### src/rtl/apb_timer_if.sv
// APB bus bundle between the core's APB master and the apb_timer responder.
// Signal names follow the APB protocol; clk/rst_n stay outside the interface.
interface apb_timer_if;
    logic        PSEL;
    logic        PENABLE;
    logic        PWRITE;
    logic [31:0] PADDR;
    logic [31:0] PWDATA;
    logic [31:0] PRDATA;
    logic        PREADY;

    modport master (
        output PSEL, PENABLE, PWRITE, PADDR, PWDATA,
        input  PRDATA, PREADY
    );

    modport slave (
        input  PSEL, PENABLE, PWRITE, PADDR, PWDATA,
        output PRDATA, PREADY
    );
endinterface

### src/rtl/apb_timer.sv
// APB responder: 32-bit down-counting timer with level interrupt and configurable wait states.
// Optional prescaler register at offset 0x10 is built when APB_TIMER_PRESCALE_EN is defined.
module apb_timer #(
    parameter logic [31:0] BASE_ADDR   = 32'h4000_0000,
    parameter int unsigned WAIT_STATES = 1
) (
    input  logic        clk,
    input  logic        rst_n,
    apb_timer_if.slave  bus,
    output logic        irq
);
    localparam logic [3:0] WS = 4'(WAIT_STATES);

    logic        sel, setup, access, pready, wr;
    logic        wr_ctrl, wr_load, wr_status;
    logic [2:0]  idx;
    logic [3:0]  wait_cnt;
    logic [31:0] prdata, rdata;
    logic [2:0]  ctrl;
    logic [31:0] load, count;
    logic        expired;
    logic        strobe, tick, expire;
    logic        unused_addr_bits;

    assign unused_addr_bits = &{1'b0, bus.PADDR[1:0]};

    assign idx    = bus.PADDR[4:2];
    assign sel    = bus.PSEL && (bus.PADDR[31:5] == BASE_ADDR[31:5]);
    assign setup  = sel && !bus.PENABLE;
    assign access = sel && bus.PENABLE;
    // Gated by rst_n so a transfer caught mid-ACCESS by reset never completes.
    assign pready = rst_n && access && (wait_cnt == WS);
    assign wr     = pready && bus.PWRITE;

    assign wr_ctrl   = wr && (idx == 3'd0);
    assign wr_load   = wr && (idx == 3'd1);
    assign wr_status = wr && (idx == 3'd3);

    assign bus.PREADY = pready;
    assign bus.PRDATA = prdata;
    assign irq        = expired && ctrl[2];

`ifdef APB_TIMER_PRESCALE_EN
    logic        wr_presc;
    logic [15:0] prescale, presc_cnt;

    assign wr_presc = wr && (idx == 3'd4);
    assign strobe   = (presc_cnt == prescale);

    always_ff @(posedge clk or negedge rst_n) begin
        if (!rst_n) begin
            prescale  <= '0;
            presc_cnt <= '0;
        end else begin
            if (wr_presc)
                prescale <= bus.PWDATA[15:0];
            if (!ctrl[0] || wr_presc || wr_load || strobe)
                presc_cnt <= '0;
            else
                presc_cnt <= presc_cnt + 16'd1;
        end
    end
`else
    assign strobe = 1'b1;
`endif

    always_comb begin
        rdata = '0;
        case (idx)
            3'd0: rdata = {29'd0, ctrl};
            3'd1: rdata = load;
            3'd2: rdata = count;
            3'd3: rdata = {31'd0, expired};
`ifdef APB_TIMER_PRESCALE_EN
            3'd4: rdata = {16'd0, prescale};
`endif
            default: rdata = '0;
        endcase
    end

    always_ff @(posedge clk or negedge rst_n) begin
        if (!rst_n) begin
            wait_cnt <= '0;
            prdata   <= '0;
        end else if (setup) begin
            wait_cnt <= '0;
            if (!bus.PWRITE)
                prdata <= rdata;
        end else if (access && !pready) begin
            wait_cnt <= wait_cnt + 4'd1;
        end
    end

    // A LOAD write or a CTRL write that clears EN suppresses this edge's tick.
    assign tick   = ctrl[0] && strobe && !wr_load && !(wr_ctrl && !bus.PWDATA[0]);
    assign expire = tick && (count == 32'd0);

    always_ff @(posedge clk or negedge rst_n) begin
        if (!rst_n) begin
            ctrl    <= '0;
            load    <= '0;
            count   <= '0;
            expired <= 1'b0;
        end else begin
            if (wr_load) begin
                load  <= bus.PWDATA;
                count <= bus.PWDATA;
            end else if (tick) begin
                if (count != 32'd0)
                    count <= count - 32'd1;
                else if (ctrl[1])
                    count <= load;
            end

            if (wr_ctrl)
                ctrl <= bus.PWDATA[2:0];
            else if (expire && !ctrl[1])
                ctrl[0] <= 1'b0;

            if (expire)
                expired <= 1'b1;
            else if (wr_status && bus.PWDATA[0])
                expired <= 1'b0;
        end
    end
endmodule
### src/flat_wrapper.sv
// flat-port wrapper written by rule: the top's interface ports become plain ports
module apb_timer_flat 
#(
    parameter logic [31:0] BASE_ADDR   = 32'h4000_0000,
    parameter int unsigned WAIT_STATES = 1
)
  (clk, rst_n, irq, bus_PSEL, bus_PENABLE, bus_PWRITE, bus_PADDR, bus_PWDATA, bus_PRDATA, bus_PREADY);
  apb_timer_if bus_i ();
  input  logic clk;
  input  logic rst_n;
  output logic irq;
  input wire logic [$bits(bus_i.PSEL)-1:0] bus_PSEL;
  input wire logic [$bits(bus_i.PENABLE)-1:0] bus_PENABLE;
  input wire logic [$bits(bus_i.PWRITE)-1:0] bus_PWRITE;
  input wire logic [$bits(bus_i.PADDR)-1:0] bus_PADDR;
  input wire logic [$bits(bus_i.PWDATA)-1:0] bus_PWDATA;
  output wire logic [$bits(bus_i.PRDATA)-1:0] bus_PRDATA;
  output wire logic [$bits(bus_i.PREADY)-1:0] bus_PREADY;
  assign bus_i.PSEL = bus_PSEL;
  assign bus_i.PENABLE = bus_PENABLE;
  assign bus_i.PWRITE = bus_PWRITE;
  assign bus_i.PADDR = bus_PADDR;
  assign bus_i.PWDATA = bus_PWDATA;
  assign bus_PRDATA = bus_i.PRDATA;
  assign bus_PREADY = bus_i.PREADY;
  apb_timer #(.BASE_ADDR(BASE_ADDR), .WAIT_STATES(WAIT_STATES)) u_core (.clk(clk), .rst_n(rst_n), .bus(bus_i), .irq(irq));
endmodule
### config.mk
export PLATFORM = sky130hd
export DESIGN_NAME = apb_timer_flat
export DESIGN_NICKNAME = d
export VERILOG_FILES = /design/src/rtl/apb_timer_if.sv /design/src/rtl/apb_timer.sv /design/src/flat_wrapper.sv
export SDC_FILE = /design/constraint.sdc
export NUM_CORES = 1
export LEC_CHECK = 0
export BUFFER_PORTS_ARGS = -buffer_cell sky130_fd_sc_hd__buf_2
export CORE_ASPECT_RATIO = 0.75
export CORE_MARGIN = 3
export CORE_UTILIZATION = 55
export CTS_CLUSTER_SIZE = 28
export DETAILED_ROUTE_END_ITERATION = 6
export PLACE_DENSITY = 0.79
export SETUP_SLACK_MARGIN = 0.02
export SYNTH_ARGS = -nofsm -noshare
export SYNTH_HDL_FRONTEND = slang
export SYNTH_SLANG_ARGS = --single-unit
### constraint.sdc
create_clock -name clk -period 6.8 [get_ports clk]
set_clock_uncertainty 0.2 [all_clocks]
set_input_delay 0.68 -clock clk [delete_from_list [all_inputs] [get_ports clk]]
set_output_delay 0.68 -clock clk [all_outputs]
set_load 0.1 [all_outputs]
==> flow_summary_export.csv <==
group,metric,value,unit
setup_path,required,6.81,ns
layout,insertedDiodeCount,0,
setup_path,slowest_delay,1.03,ns
route,firstDrtPassIters,5,
setup_path,critPathTopFamily,"simple AND/OR/NAND/NOR gates",
layout,register_area,0.00260,mm^2
logic_synthesis,avgSynthCellArea,8.77,um^2
timing,max_slew_margin,41.8,%
clock_tree,cts_made_buffers,9,
pwr,ir_drop,0.000125,V
worst_hold_path,holdCritPathClass,"input port to asynchronous set/reset pin",
route,vias,5326,
logic_synthesis,yosysUniqueCellTypes,60,
timing,finalSetupViolCount,0,
pwr,pwr_density_cell,191,mW/mm^2
global_route,grt_antenna_before_repair,0,
clock_tree,cts_tree,"done",
setup_path,path_buf_inv,0,
timing,worst_pin_slew,0.872,ns
setup_path,crit_chain,"nor3_1 > nand4b_1 > or3_2 > and3_1 > a211oi_1 > o31ai_1",
clock_tree,path_clk_slew,0.07,ns
logic_synthesis,synth_top_cell_by_area,"dfrtp_1",
layout,layout_common_cells,"nand2_1 (120), dfrtp_1 (104), buf_2 (99)",
layout,utilization,66.4,%
route,wirelength,15.4,mm
clock_tree,cts_resized,0,
layout,nets,785,
layout,fillers,801,
logic_synthesis,synth_warnings,0,
clock_tree,postCtsSetupBuffers,0,
die,start_util,57.1,%
logic_synthesis,synthCells,634,
logic_synthesis,ys_ff_latch,104,
die,num_io_pins,103,
layout,area_delta_synth_final,16.4,%
place,dp_cells,833,
die,fp.coreArea,0.00974,mm^2
die,rows,31,
layout,multi_input_area,0.00276,mm^2
pwr,cellLeakagePower,3.36,nW
route,drc,0,
run,cap_viol_max_count,0,
route,via_per_inst,6.27,
route,post_drt_wl_per_cell,18.1,um
logic_synthesis,synth_fp_nets,707,
timing,rsz0062_at_grt,"no",
timing,finalHoldViolCount,0,
layout,layoutNonFillerInstCount,849,
setup_path,startpoint_type,"register",
logic_synthesis,synth_edf_count,0,
logic_synthesis,yosysTopAreaCellShare,46.8,%
global_route,grt_pass1_wl,25.0,mm
die,dieWidth,122,um
setup_path,cp_slowest_cell,"or3_2",
clock_tree,clkLatencyLatePin,0.35,ns
route,drt-initial-drc-count,577,
clock_tree,cts_sinks,104,
setup_path,reg2reg_slack,3.10,ns
die,dieHeight,93.1,um
timing,period_share,54.4,%
logic_synthesis,synth-async-reset-ratio,100,%
timing,whs,0.131,ns
global_route,grt_overflow,0,
logic_synthesis,yosysSeqAreaShare,46.8,%
clock_tree,clockRootBuffer,"clkbuf_16",
place,dp_hpwl,10.3,mm
logic_synthesis,synthesis.area,0.00556,mm^2
clock_tree,cts_hold_buffers,0,
layout,final_common_cell,"nand2_1",
route,ant_nets,0,
setup_path,cp-end-kind,"register",
clock_tree,htree_levels,3,
timing,fin_tns_setup,0,ns
logic_synthesis,synth_flop_cell,"dfrtp_1",
clock_tree,clk_path_buf_depth,2,
global_route,grt_max_degree,58,
setup_path,critPathKind,"register to register",
setup_path,crit_fanout,45,
setup_path,arrival,3.72,ns
logic_synthesis,synth.top_cells.by_area,"dfrtp_1 (47%), nand2_1 (8.1%), nor2_1 (6.3%), a221oi_1 (4.6%), o21ai_0 (2.4%)",
die,dieArea,0.0114,mm^2
timing,slew_viol_final,0,
status,outcome,"completed",
global_route,grt_pass1_vias,5059,
place,io_buffers,100,
timing,max_freq,270,MHz
layout,drive_above_1_share,20.9,%
global_route,grtUsageTotal,27.9,%
place,gp_congestion,0.883,
timing,final.min_clock_period,3.70,ns
-- layout make-up --
type / instances / share of cell area (%)
Inverter: 7 / 0.406
Multi-Input combinational cell: 479 / 42.6
Clock inverter: 5 / 1.22
Tap cell: 132 / 2.55
Sequential cell: 104 / 40.2
Clock buffer: 11 / 3.91
Timing Repair Buffer: 111 / 9.05
-- cell usage after synthesis, drive strengths merged (4+ instances only) --
cell / instances
or4: 6
nand4: 6
buf: 9
dfrtp: 104
nor3: 16
a21oi: 19
a211o: 5
a221o: 5
xor2: 8
clkbuf: 35
o21a: 5
nor2: 93
or3: 9
a211oi: 5
nand3: 18
nor4: 16
inv: 7
o31ai: 7
a31oi: 11
o211ai: 13
nand2: 120
a221oi: 29
ha: 4
mux2i: 4
o21ai: 30
-- per-stage QoR --
stage	total power [mW]	setup slack (ns)	cell area, um^2
2_1_floorplan	0.640	2.96	5560
3_3_place_gp	0.676	3.22	6140
3_5_place_dp	0.677	3.16	6140
4_1_cts	1.25	3.17	6470
5_1_grt	1.27	3.02	6470
6_report	1.24	3.10	6470
-- logic make-up after synthesis --
kind of cell | share of synthesized area (%)
simple gates | 25.4
compound gates | 19.3
flops | 46.8
buf+inv | 4.10
xor+xnor | 1.73
mux | 1.73
fa+ha+maj | 0.900
-- where the power goes --
group          switching (mW)  leakage, nW  internal (mW)  total, mW
Sequential       0.0000000138         1.44          0.618      0.618
Clock                   0.230        0.165          0.342      0.572
Combinational          0.0293         1.75         0.0173     0.0467
-- worst paths after layout --
| check | from | end | cells past startpoint |
|---|---|---|---|
| max | u_core.count[9]$_DFFE_PN0P_ | u_core.count[28]$_DFFE_PN0P_ | 6 |
| max reg2reg | u_core.count[9]$_DFFE_PN0P_ | u_core.count[28]$_DFFE_PN0P_ | 6 |
| min reg2reg | u_core.bus.PRDATA[1]$_DFFE_PN0P_ | u_core.bus.PRDATA[1]$_DFFE_PN0P_ | 2 |
| min in group clk | u_core.bus.PRDATA[1]$_DFFE_PN0P_ | u_core.bus.PRDATA[1]$_DFFE_PN0P_ | 2 |
| min | rst_n | u_core.bus.PRDATA[2]$_DFFE_PN0P_ | 1 |
| max in group asynchronous | rst_n | u_core.count[18]$_DFFE_PN0P_ | 2 |
-- flip-flops by register name (all words and copies together) (netlist names) --
signal / flops
u_core.wait_cnt: 4
u_core.expired: 1
u_core.load: 32
u_core.bus.PRDATA: 32
u_core.count: 32
u_core.ctrl: 3
-- worst register-to-register path, cell delays in order, from the launching register on --
cell	delay (ns)
dfrtp_1	0.46
nor3_1	0.59
nand4b_1	0.61
or3_2	1.03
and3_1	0.34
a211oi_1	0.23
o31ai_1	0.10
-- layer usage --
metal  track usage [%]  wire length (um)
met5                 0                 0
met2              43.8              7170
met3              7.68              1350
met4              7.92               248
met1              38.1              6640
No activity file was read; power rests on OpenSTA's default activity.
